`src/rtl/ipml_reg_fifo_rr_arb_if.sv`:
```
// Handshake bundle for ipml_reg_fifo_rr_arb.
// master: drives the upstream beats and the downstream ready (the environment).
// slave:  the arbiter itself.
interface ipml_reg_fifo_rr_arb_if #(
  parameter int unsigned W = 8,
  parameter int unsigned N = 4
);
  logic [N-1:0]   s_valid;
  logic [N*W-1:0] s_data;
  logic [N-1:0]   s_last;
  logic [N-1:0]   s_ready;
  logic           m_valid;
  logic [W-1:0]   m_data;
  logic           m_last;
  logic           m_ready;

  modport master (
    output s_valid, s_data, s_last, m_ready,
    input  s_ready, m_valid, m_data, m_last
  );

  modport slave (
    input  s_valid, s_data, s_last, m_ready,
    output s_ready, m_valid, m_data, m_last
  );
endinterface

```
`src/rtl/ipml_reg_fifo_rr_arb.sv`:
```
// Round-robin arbiter feeding one register-FIFO output channel from N requesters.
// Beats pass through a 2-entry register buffer so m_ready never reaches s_ready
// combinationally.
// Optional feature macro: IPML_ARB_PKT_LOCK_EN
//   defined   -> grant held for a whole packet (until the s_last beat is accepted)
//   undefined -> every accepted beat releases the grant
module ipml_reg_fifo_rr_arb #(
  parameter int unsigned W = 8,
  parameter int unsigned N = 4
) (
  input  logic                 clk,
  input  logic                 rst_n,
  ipml_reg_fifo_rr_arb_if.slave bus,
  output logic [$clog2(N)-1:0] grant_id,
  output logic                 busy
);
  localparam int unsigned GW = $clog2(N);

  typedef enum logic [0:0] {StIdle, StBusy} state_e;

  state_e        state_q;
  logic [GW-1:0] grant_q;

  // Two-entry buffer: {last, data} per entry plus a valid bit each.
  logic [W-1:0] buf_data_q [2];
  logic [1:0]   buf_last_q;
  logic [1:0]   buf_vld_q;
  logic [1:0]   buf_vld_d;
  logic         wr_ptr_q;
  logic         rd_ptr_q;

  logic          buf_not_full;
  logic          pick_found;
  logic [GW-1:0] pick_id;
  logic          gnt_valid;
  logic          gnt_last;
  logic [W-1:0]  gnt_data;
  logic          accept;
  logic          rd_en;
  logic          grant_done;

  assign buf_not_full = ~&buf_vld_q;

  // Round-robin pick: first valid requester searching from grant_q+1 modulo N.
  always_comb begin
    pick_found = 1'b0;
    pick_id    = grant_q;
    for (int unsigned k = 1; k <= N; k++) begin
      int unsigned   idx;
      logic [GW-1:0] cand;
      idx  = (32'(grant_q) + k) % N;
      cand = GW'(idx);
      if (!pick_found && bus.s_valid[cand]) begin
        pick_found = 1'b1;
        pick_id    = cand;
      end
    end
  end

  // Mux the current grantee's beat.
  always_comb begin
    int unsigned base;
    base      = 32'(grant_q) * W;
    gnt_valid = bus.s_valid[grant_q];
    gnt_last  = bus.s_last[grant_q];
    gnt_data  = bus.s_data[base +: W];
  end

  // Only the grantee sees ready, and only while the buffer has room.
  always_comb begin
    bus.s_ready = '0;
    if (state_q == StBusy && buf_not_full) begin
      bus.s_ready[grant_q] = 1'b1;
    end
  end

  assign accept = (state_q == StBusy) && buf_not_full && gnt_valid;
  assign rd_en  = bus.m_valid && bus.m_ready;

  // Decide when the current grant ends.
  always_comb begin
`ifdef IPML_ARB_PKT_LOCK_EN
    grant_done = accept && gnt_last;
`else
    grant_done = accept;
`endif
  end

  // Arbitration FSM; grant_id and busy come straight from its registers.
  always_ff @(posedge clk or negedge rst_n) begin
    if (!rst_n) begin
      state_q <= StIdle;
      grant_q <= GW'(N - 1);
    end else begin
      unique case (state_q)
        StIdle: begin
          if (pick_found) begin
            grant_q <= pick_id;
            state_q <= StBusy;
          end
        end
        StBusy: begin
          if (grant_done) begin
            state_q <= StIdle;
          end
        end
        default: state_q <= StIdle;
      endcase
    end
  end

  assign grant_id = grant_q;
  assign busy     = (state_q == StBusy);

  // Entry valid bits: clear on read first, then set on write; the two never hit
  // the same entry because a write only targets an empty slot.
  always_comb begin
    buf_vld_d = buf_vld_q;
    if (rd_en) begin
      buf_vld_d[rd_ptr_q] = 1'b0;
    end
    if (accept) begin
      buf_vld_d[wr_ptr_q] = 1'b1;
    end
  end

  // Buffer storage and pointers.
  always_ff @(posedge clk or negedge rst_n) begin
    if (!rst_n) begin
      for (int i = 0; i < 2; i++) begin
        buf_data_q[i] <= '0;
      end
      buf_last_q <= '0;
      buf_vld_q  <= '0;
      wr_ptr_q   <= 1'b0;
      rd_ptr_q   <= 1'b0;
    end else begin
      buf_vld_q <= buf_vld_d;
      if (accept) begin
        buf_data_q[wr_ptr_q] <= gnt_data;
        buf_last_q[wr_ptr_q] <= gnt_last;
        wr_ptr_q             <= ~wr_ptr_q;
      end
      if (rd_en) begin
        rd_ptr_q <= ~rd_ptr_q;
      end
    end
  end

  assign bus.m_valid = |buf_vld_q;
  assign bus.m_data  = buf_data_q[rd_ptr_q];
  assign bus.m_last  = buf_last_q[rd_ptr_q];

  // Sanity: ready is never offered to more than one requester.
  a_ready_onehot: assert property (@(posedge clk) disable iff (!rst_n)
    $onehot0(bus.s_ready));

  // Sanity: the read pointer always addresses a valid entry when m_valid is up.
  a_rd_valid: assert property (@(posedge clk) disable iff (!rst_n)
    bus.m_valid |-> buf_vld_q[rd_ptr_q]);

endmodule

```
`src/flat_wrapper.sv`:
```
// flat-port wrapper written by rule: the top's interface ports become plain ports
module ipml_reg_fifo_rr_arb_flat 
#(
  parameter int unsigned W = 8,
  parameter int unsigned N = 4
)
  (clk, rst_n, grant_id, busy, bus_s_valid, bus_s_data, bus_s_last, bus_m_ready, bus_s_ready, bus_m_valid, bus_m_data, bus_m_last);
  ipml_reg_fifo_rr_arb_if #(.W(W), .N(N)) bus_i ();
  input  logic clk;
  input  logic rst_n;
  output logic [$clog2(N)-1:0] grant_id;
  output logic busy;
  input wire logic [$bits(bus_i.s_valid)-1:0] bus_s_valid;
  input wire logic [$bits(bus_i.s_data)-1:0] bus_s_data;
  input wire logic [$bits(bus_i.s_last)-1:0] bus_s_last;
  input wire logic [$bits(bus_i.m_ready)-1:0] bus_m_ready;
  output wire logic [$bits(bus_i.s_ready)-1:0] bus_s_ready;
  output wire logic [$bits(bus_i.m_valid)-1:0] bus_m_valid;
  output wire logic [$bits(bus_i.m_data)-1:0] bus_m_data;
  output wire logic [$bits(bus_i.m_last)-1:0] bus_m_last;
  assign bus_i.s_valid = bus_s_valid;
  assign bus_i.s_data = bus_s_data;
  assign bus_i.s_last = bus_s_last;
  assign bus_i.m_ready = bus_m_ready;
  assign bus_s_ready = bus_i.s_ready;
  assign bus_m_valid = bus_i.m_valid;
  assign bus_m_data = bus_i.m_data;
  assign bus_m_last = bus_i.m_last;
  ipml_reg_fifo_rr_arb #(.W(W), .N(N)) u_core (.clk(clk), .rst_n(rst_n), .bus(bus_i), .grant_id(grant_id), .busy(busy));
endmodule
```
`config.mk`:
```
export PLATFORM = sky130hd
export DESIGN_NAME = ipml_reg_fifo_rr_arb_flat
export DESIGN_NICKNAME = d
export VERILOG_FILES = /design/src/rtl/ipml_reg_fifo_rr_arb_if.sv /design/src/rtl/ipml_reg_fifo_rr_arb.sv /design/src/flat_wrapper.sv
export SDC_FILE = /design/constraint.sdc
export NUM_CORES = 1
export LEC_CHECK = 0
export BUFFER_PORTS_ARGS = -buffer_cell sky130_fd_sc_hd__buf_2
export CAP_MARGIN = 20
export CORE_MARGIN = 4
export CORE_UTILIZATION = 49
export CTS_BUF_LIST = sky130_fd_sc_hd__clkbuf_8 sky130_fd_sc_hd__clkbuf_16
export CTS_CLUSTER_DIAMETER = 80
export DETAILED_ROUTE_END_ITERATION = 16
export PLACE_DENSITY = 0.8
export SYNTH_ARGS = -nofsm -noshare
export SYNTH_HDL_FRONTEND = slang
export SYNTH_SLANG_ARGS = --single-unit
```
`constraint.sdc`:
```
create_clock -name clk -period 3.4 [get_ports clk]
set_clock_uncertainty 0.1 [all_clocks]
set_input_delay 0.68 -clock clk [delete_from_list [all_inputs] [get_ports clk]]
set_output_delay 0.68 -clock clk [all_outputs]
set_load 0.01 [all_outputs]
```
==> flow_metrics.tcl <==
set metrics [dict create \
    cts.root.buffer_cell "sky130_fd_sc_hd__clkbuf_8" \
    cts_hold_repair.buffers 0 \
    power_density_mw_per_mm2 982 \
    remaining_number_of_nets_flagged_by_the_antenna_check_after_routing 0 \
    port-buffer-count 59 \
    seq_power_share_pct 33.0 \
    power_leakage_uw 0.000959 \
    synth_fp_nets 164 \
    intPower_uw 1200 \
    clk_path_buf_depth 2 \
    syn_area_mm2 0.00160 \
    globalplace.congestion 0.759 \
    finalHoldViolCount 0 \
    synth_area_leaders "sky130_fd_sc_hd__dfrtp_1 36%, sky130_fd_sc_hd__mux4_2 16%, sky130_fd_sc_hd__mux2_2 13%, sky130_fd_sc_hd__mux2_4 7.5%, sky130_fd_sc_hd__dfstp_2 3.3%" \
    worst_slew_margin_rel_pct 63.8 \
    initial_util_pct 51.9 \
    commonest_non_fill_non_tap_cell_in_the_layout "sky130_fd_sc_hd__buf_2" \
    floorplan.core_area_mm2 0.00308 \
    cts_tree "yes" \
    outcome "finished clean" \
    dp_hpwl_um 2580 \
    switching_share_pct 37.5 \
    die_span_y_um 65.1 \
    crit_path_top_delay_cell "sky130_fd_sc_hd__dfstp_2" \
    finalNetCount 223 \
    final_routed_wire_length_divided_by_cell_count_um 15.5 \
    synth_largest_type_area_fraction_pct 36.0 \
    stdcell_count 219 \
    grt_pass1_vias 1177 \
    avgSynthCellArea_um2 13.7 \
    longest_individual_stage_delay_on_the_worst_path_ps 770 \
    synth_area_leader_cell "sky130_fd_sc_hd__dfrtp_1" \
    postCtsSetupBuffers 0 \
    synth_warnings 0 \
    layout_common_cells "59 x sky130_fd_sc_hd__buf_2, 23 x sky130_fd_sc_hd__dfrtp_1, 19 x sky130_fd_sc_hd__mux2_2, 11 x sky130_fd_sc_hd__mux4_2" \
    site_rows 20 \
    end_kind "flop" \
    avgViaCountPerCell 5.33 \
    timing.fmax_mhz 385 \
    clock_sinks 25 \
    n_fill_cell 262 \
    grt_pass1_wl_um 5490 \
    ctsHtreeMaxLevel 1 \
    clk_pin_slew_worst_paths_ps 90 \
    worst_path_dominant_cell_family "flip-flops" \
    layout-area-overhead-vs-synth_pct 22.9 \
    ff2ff_path_depth 6 \
    path_max_fanout 17 \
    worstPathCellList "inv_1, ha_1, mux4_2, nor3_1, nor2_1, a21oi_1" \
    r2r_start "u_core.grant_id[1]" \
    yosys.cell_types.count 27 \
    pin_count_of_the_biggest_net_entering_global_routing 26 \
    setup_tns_ps 0 \
    comb_power_share_pct 57.9 \
    tightest_slew_ps 542 \
    critPathRequiredTime_ps 3510 \
    grt_setup_unrepaired "false" \
    io-pin-count 60 \
    grt_antenna_before_repair 0 \
    r2r_slack_ps 800 \
    wirelength_um 3400 \
    grtUsageTotal_pct 16.8 \
    peakVddDrop_v 0.000339 \
    detailedRoute.firstIterationViolations 47 \
    power.net_switching_uw 723 \
    dpl.cell_count 215 \
    cap_viol_max_count 0 \
    design.die.area_mm2 0.00424 \
    antenna-diode-count 0 \
    syn_inst 117 \
    share_clk_of_total_power_pct 9.1 \
    global_route.overflow_total 0 \
    final_period_minus_worst_setup_slack_ps 2600 \
    ys_seq_elements 25 \
    die_x_um 65.1 \
    timing.setup.critical_path_class "reg -> reg" \
    detailroute.via_count 1167 \
    report.final.setup_viol 0 \
    holdCritPathClass "in -> async" \
    cp.buffers_inverters 1 \
    reg2reg_to "u_core.grant_id[1]" \
    endpoint_arrival_time_on_the_critical_path_ps 2700 \
    post_route_cells_drive_above_1_share_pct 62.9 \
    drtPass1Iterations 5 \
    remaining_drc_errors 0 \
    post_cts_resized 0 \
    cp-start-kind "flop" \
    synth_seq_area_share_pct 39.3 \
    fin_crit_sh_pct 76.4 \
    maxSlewViolCount 0 \
    worstSkewPairLatency_ps 270 \
    cts_made_buffers 3 \
]
-- layer usage --
metal | vias to the layer above | routed length [um] | track usage [%]
li1 | 558 | - | -
met1 | 566 | 1380 | 20.1
met2 | 39 | 1780 | 30.4
met3 | 4 | 203 | 2.74
met4 | 0 | 38 | 6.22
met5 | - | 0 | 0
-- stage by stage --
step / total power (uW) / cell area (um2) / hold WS [ps] / util [%] / setup WS [ps]
2_1_floorplan: 1490 / 1600 / 284 / - / 967
3_3_place_gp: 1730 / 1920 / 381 / 62.3 / 884
3_5_place_dp: 1770 / 1920 / 390 / 62.3 / 793
4_1_cts: 1950 / 1960 / 294 / 63.8 / 771
5_1_grt: 2080 / 1960 / 314 / 63.8 / 521
6_report: 1930 / 1960 / 275 / 63.8 / 804
-- flip-flops by register name (all words and copies together), names as in the netlist --
name and count:
u_core.buf_vld_q 2, u_core.buf_last_q 2, u_core.buf_data_q 16, u_core.rd_ptr_q 1, u_core.busy 1, u_core.grant_id 2
u_core.wr_ptr_q 1
-- cell usage after synthesis (all sizes together) --
library cell,count
o21ai,4
dfstp,2
or2,2
nand3,1
ha,4
a221o,2
nor3,2
inv,4
a21boi,1
nor2,6
and2,4
o221a,1
a21oi,3
xnor2,2
clkbuf,2
mux2i,1
nand2,9
dfrtp,23
mux4,13
buf,4
mux2,27
-- worst max path at each step --
stage,endpoint,cells past startpoint,startpoint,slack [ps]
2_1_floorplan,u_core.grant_id[1],9,u_core.grant_id[0],970
3_3_place_gp,u_core.grant_id[1],7,u_core.grant_id[1],880
3_5_place_dp,u_core.grant_id[1],7,u_core.grant_id[1],790
4_1_cts,u_core.grant_id[1],6,u_core.grant_id[1],770
5_1_grt,u_core.grant_id[1],7,u_core.grant_id[1],520
6_report,u_core.grant_id[1],6,u_core.grant_id[1],800
-- cell type report --
class / instances / area, um2 / area share, %
repair buffers: 60 / 303 / 15.4
clock inverters: 1 / 5.00 / 0.255
clock buffers: 3 / 41.3 / 2.10
well taps: 44 / 55.1 / 2.80
flip-flops and latches: 25 / 628 / 32.0
inverters: 4 / 15.0 / 0.765
multi-input cells: 82 / 916 / 46.7
-- power by group through the flow --
| stage | clock network (uW) | logic (uW) | registers [uW] |
|---|---|---|---|
| 6_report | 176 | 1120 | 636 |
| 5_1_grt | 190 | 1230 | 661 |
| 4_1_cts | 180 | 1140 | 635 |
| 3_5_place_dp | 0 | 1130 | 642 |
| 3_3_place_gp | 0 | 1100 | 631 |
| 2_1_floorplan | 0 | 935 | 557 |
-- kinds of logic after synthesis --
logic type      after synthesis  share of synthesized area (%)
compound gates               11                           5.32
fa+ha+maj                     4                           3.13
flops                        25                           39.3
simple gates                 24                           7.44
mux                          41                           40.3
buf+inv                      10                           3.37
xor+xnor                      2                           1.10
(Power assumes the default switching activity.)
